$ cat config.mk
export PLATFORM = sky130hd
export DESIGN_NAME = uart_tx_frame_ctrl
export DESIGN_NICKNAME = d
export VERILOG_FILES = /design/src/rtl/uart_tx_frame_ctrl.sv
export SDC_FILE = /design/constraint.sdc
export NUM_CORES = 1
export LEC_CHECK = 0
export ABC_AREA = 0
export CORE_MARGIN = 4
export CORE_UTILIZATION = 43
export DETAILED_ROUTE_END_ITERATION = 8
export PLACE_DENSITY = 0.72
export REMOVE_ABC_BUFFERS = 1
export SLEW_MARGIN = 20
export SYNTH_ARGS = -nofsm -noshare
export SYNTH_HDL_FRONTEND = slang
export SYNTH_SLANG_ARGS = --single-unit
$ cat constraint.sdc
create_clock -name clk -period 4.1 [get_ports clk]
set_input_delay 0.82 -clock clk [delete_from_list [all_inputs] [get_ports clk]]
set_output_delay 0.82 -clock clk [all_outputs]
set_load 0.01 [all_outputs]
$ cat src/rtl/uart_tx_frame_ctrl.sv
// UART transmit frame controller: start, LSB-first data,
// optional parity and stop bit, one bit per clk.
module uart_tx_frame_ctrl #(
   parameter int DATA_WIDTH = 8
) (
   input  logic                  clk,
   input  logic                  rst,
   input  logic                  Data_valid,
   input  logic [DATA_WIDTH-1:0] P_Data,
   input  logic                  Par_en,
   input  logic                  Par_bit,
   output logic                  TX_OUT,
   output logic                  Busy
);

   localparam int CW = (DATA_WIDTH > 1) ? $clog2(DATA_WIDTH) : 1;
   localparam logic [CW-1:0] LAST = CW'(DATA_WIDTH - 1);

   typedef enum logic [2:0] {
      IDLE,
      START,
      DATA,
      PARITY,
      STOP
   } state_t;

   state_t                state;
   logic [DATA_WIDTH-1:0] shreg;
   logic [CW-1:0]         cnt;
   logic                  par_en_q;

   always_ff @(posedge clk or negedge rst) begin
      if (!rst) begin
         state    <= IDLE;
         shreg    <= '0;
         cnt      <= '0;
         par_en_q <= 1'b0;
         TX_OUT   <= 1'b1;
         Busy     <= 1'b0;
      end else begin
         unique case (state)
            IDLE: begin
               TX_OUT <= 1'b1;
               Busy   <= 1'b0;
               if (Data_valid && !Busy) begin
                  shreg    <= P_Data;
                  par_en_q <= Par_en;
                  cnt      <= '0;
                  state    <= START;
                  TX_OUT   <= 1'b0;
                  Busy     <= 1'b1;
               end
            end
            START: begin
               state  <= DATA;
               TX_OUT <= shreg[0];
               shreg  <= shreg >> 1;
               cnt    <= '0;
            end
            DATA: begin
               // bit 0 already left on the START edge, so the last
               // counter value hands over to parity/stop
               if (cnt == LAST) begin
                  if (par_en_q) begin
                     state  <= PARITY;
                     TX_OUT <= Par_bit;
                  end else begin
                     state  <= STOP;
                     TX_OUT <= 1'b1;
                  end
               end else begin
                  TX_OUT <= shreg[0];
                  shreg  <= shreg >> 1;
                  cnt    <= cnt + CW'(1);
               end
            end
            PARITY: begin
               state  <= STOP;
               TX_OUT <= 1'b1;
            end
            STOP: begin
               state  <= IDLE;
               TX_OUT <= 1'b1;
               Busy   <= 1'b0;
            end
            default: begin
               state  <= IDLE;
               TX_OUT <= 1'b1;
               Busy   <= 1'b0;
            end
         endcase
      end
   end

endmodule

After elaboration in Yosys (flattened, before gate mapping)
Cells that the tools add are included.
Widths: inputs -> output; s select.

word-level totals
  register bits = 17
  input port bits = 13
  output and inout port bits = 2
  word-level logic and storage cells = 38

operators by class
  add/subtract/negate cells = 1
  equality and inequality tests = 7
  multiplexer cells = 16
  reductions and logical operators = 8

operators with widths
  kind                 count
  $pmux 8 s3           1
  $mux 8               2
  $mux 3               5
  $pmux 3 s4           1
  $pmux 3 s3           1
  $eq 3x2->1 const B   2
  $ne 2x2->1 const B   3
  $mux 1               4
  $reduce_and 2->1     2
  $add 3x1->3 const B  1
  $eq 3x1->1 const B   1
  $eq 3x3->1 const B   1
  $logic_not 3->1      1
  $pmux 1 s3           1
  $reduce_and 3->1     1
  $reduce_bool 3->1    1
  $reduce_or 3->1      1
  $pmux 1 s2           1
  $logic_and 1x1->1    1
  $logic_not 1->1      1

Longest topological paths before layout
  word-level depth = 4
  gate-level depth with buffers = 6

Worst setup path after synthesis
OpenSTA, ideal clock, no wires.

  path kind = input to register
  from = input port Data_valid
  to = register shreg[0]
  setup time = 0.125 ns
  data arrival time = 1.729 ns
  required time = 3.975 ns
  slack = 2.245 ns
  cell stages on the path = 5
  cell sequence = nand2b_1 > nor2b_1 > o31ai_4 > buf_12 > mux2_4

on the way
  longest elaborated chain between the ends = 3

RTL lines
  what                        RTL line  source
  from (decl)                 8         input logic Data_valid,
  $logic_and 1x1->1           45        if (Data_valid && !Busy) begin
  $ne 2x2->1 (no line)        n/a
  $reduce_and 3->1 (no line)  n/a
  to (signal assigned)        46        shreg <= P_Data;
  to (signal assigned)        57        shreg <= shreg >> 1;
  to (signal assigned)        73        shreg <= shreg >> 1;
  to (decl)                   28        logic [DATA_WIDTH-1:0] shreg;

Every way passes these cells.
A chain may end at the register's enable or synchronous reset.

Final worst setup path
  from = input port Data_valid
  to = register cnt[0]

on the way
  longest elaborated chain between the ends = 3

RTL lines
  what                        RTL line  source
  $logic_and 1x1->1           45
  $ne 2x2->1 (no line)        n/a
  $reduce_and 3->1 (no line)  n/a
  to (signal assigned)        74        cnt <= cnt + CW'(1);
  to (decl)                   29        logic [CW-1:0] cnt;

Every way passes these cells.

==> flow_metrics.tcl <==
set metrics [dict create \
    end_kind "register" \
    yosysMostFrequentCell "dfrtp_1" \
    fp.dieArea_sq_mm 0.00299 \
    cts_buffers 3 \
    syn_inst 75 \
    fin_crit_sh_pct 57.4 \
    drtPass1Iterations 4 \
    antenna_left 0 \
    yosysSeqAreaShare_pct 45.6 \
    clock-sinks 17 \
    slowest_delay_ns 0.62 \
    status "complete, no violations" \
    r2r_start "cnt[0]" \
    ys.flop_type "dfrtp_1" \
    slew_headroom_pct 50.3 \
    leakagePower_nw 0.497 \
    slowest_stage "o31ai_4" \
    syn_area_sq_um 936 \
    setup_viol 0 \
    reg2reg_depth 5 \
    avgSynthCellArea_sq_um 12.5 \
    finalWorstSetupSlack_ns 1.75 \
    final_nets 106 \
    yosysTopAreaCell "dfrtp_1" \
    worst_slew_pin_slew_ns 0.746 \
    cts.clk_slew.worst_paths_ns 0.11 \
    grt_pass1_vias 601 \
    drive_gt1_share_pct 28.9 \
    grt_pass1_wl_mm 2.59 \
    ctsHoldBuffers 0 \
    crit_fanout 11 \
    worstSetupPathType "in -> reg" \
    clock_latency_ns 0.30 \
    core_area_sq_mm 0.00202 \
    synth-warning-count 0 \
    drv_slew 0 \
    crit_path_start "Data_valid" \
    io_pins 15 \
    grt_usage_pct 12.5 \
    rsz0062_at_grt "false" \
    required_ns 4.30 \
    fin_crit_ns 2.35 \
    drt_wl_total_mm 1.51 \
    hpwl_mm 1.13 \
    ir_drop_mv 0.315 \
    viasPerCell 4.78 \
    vias 559 \
    path_cells "clkdlybuf4s50_1, nand2b_1, nor2b_1, o31ai_4, mux2_2" \
    synth_area_leaders "dfrtp_1, mux2_4, mux2_2, mux2i_1, dfstp_2" \
    finalWeightedCongestion 0.741 \
    cts_root_buffer "clkbuf_4" \
    cts_tree "done" \
    synth_commonest_cells "dfrtp_1, mux2_2, mux2_4" \
    synth-edff-count 0 \
    cts_max_path_buffers 2 \
    syn2layout_area_growth_pct 17.8 \
    post-cts-setup-buffer-count 0 \
    synthArstFlopShare_pct 100 \
    power_density_mw_per_mm2 744 \
    hold_path_class "reg -> reg" \
    holdPathStages 1 \
    placementRows 16 \
    tns_ns 0 \
    yosysTopAreaCellShare_pct 42.8 \
    die_height_microns 54.7 \
    antenna_found_initial 0 \
    arrival_ns 2.55 \
    cts_max_level 1 \
    dp_slack_ns 1.42 \
    max_freq_ghz 0.425 \
    drt-initial-drc-count 5 \
    numPortBuffers 14 \
    hold_start "shreg[1]" \
    grt-ovfl-total 0 \
    start_util_pct 46.3 \
    crit_path_start_kind "input pin" \
    hold_viol 0 \
    diodes 0 \
    n_fill_cell 183 \
    fp.dieW_microns 54.7 \
    post_cts_resized 0 \
    synth.distinct_cells 28 \
    grt_start_max_net_pins 18 \
    max_cap_violations 0 \
    drc 0 \
    ys_seq_elements 17 \
    wire_per_inst_microns 12.9 \
    skew_ns 0.0165 \
]
-- critical path: cells and delay by family --
kind                   cells  cell delay, ns
AO/OA/AOI/OAI              1            0.62
buffers and inverters      1            0.45
multiplexers               1            0.41
AND/OR/NAND/NOR            2            0.24
-- registers in the layout, summed over array words and instances, names as in the netlist --
register,flops
Busy,1
state,3
TX_OUT,1
par_en_q,1
cnt,3
shreg,8
-- layout by cell type (no fill, tap or decap), drive strengths merged, types with 3 or more instances in the layout --
master and instances:
a21oi 3, clkbuf 3, clkdlybuf4s50 14, dfrtp 16
inv 4, mux2 16, mux2i 3, nor2 7
o21ai 4
-- report_power, final --
group / leakage (nW) / switching (mW) / internal, mW
combinational: 0.269 / 0.161 / 0.260
clock: 0.0177 / 0.0527 / 0.0363
sequential: 0.210 / 0.0646 / 0.245
-- layout make-up --
class | count | area, sq um | share of cell area [%]
multi-input combinational | 51 | 459 | 41.7
inverter | 4 | 15.0 | 1.36
sequential | 17 | 427 | 38.7
clock inverter | 1 | 5.00 | 0.454
clock buffer | 3 | 22.5 | 2.04
timing repair buffer | 14 | 140 | 12.7
tap | 27 | 33.8 | 3.06
-- per-layer routing --
metal	vias up	wire length, microns	GRT usage [%]
met5	-	0	0
met1	261	758	15.7
met4	0	8	4.98
met3	2	58	5.72
met2	7	687	18.3
li1	289	-	-
-- worst paths after layout --
path / slack [ns] / end
min in group asynchronous: 0.95 / state[2]
setup reg to reg: 2.14 / cnt[0]
max in group asynchronous: 2.67 / shreg[2]
setup / recovery: 1.75 / cnt[0]
hold / removal: 0.52 / shreg[1]
hold reg to reg: 0.52 / shreg[1]
-- per-stage QoR --
step	power (mW)	cell area [sq um]	hold WS [ns]	instances	util, %
global route	0.886	1100	0.546	117	54.5
CTS	0.830	1100	0.526	117	54.5
floorplan	0.646	901	0.475	72	-
finish	0.820	1100	0.523	117	54.5
global placement	0.724	1070	0.494	113	53.2
detailed placement	0.737	1070	0.495	113	53.2
-- cell families after synthesis --
kind of cell | count (synthesis) | synth area share, %
buffers and inverters | 7 | 5.35
adder cells (fa/ha/maj) | 2 | 2.67
AO/OA/AOI/OAI | 10 | 7.62
AND/OR/NAND/NOR | 20 | 13.5
flip-flops | 17 | 45.6
multiplexers | 19 | 25.3
(Power assumes the default switching activity.)
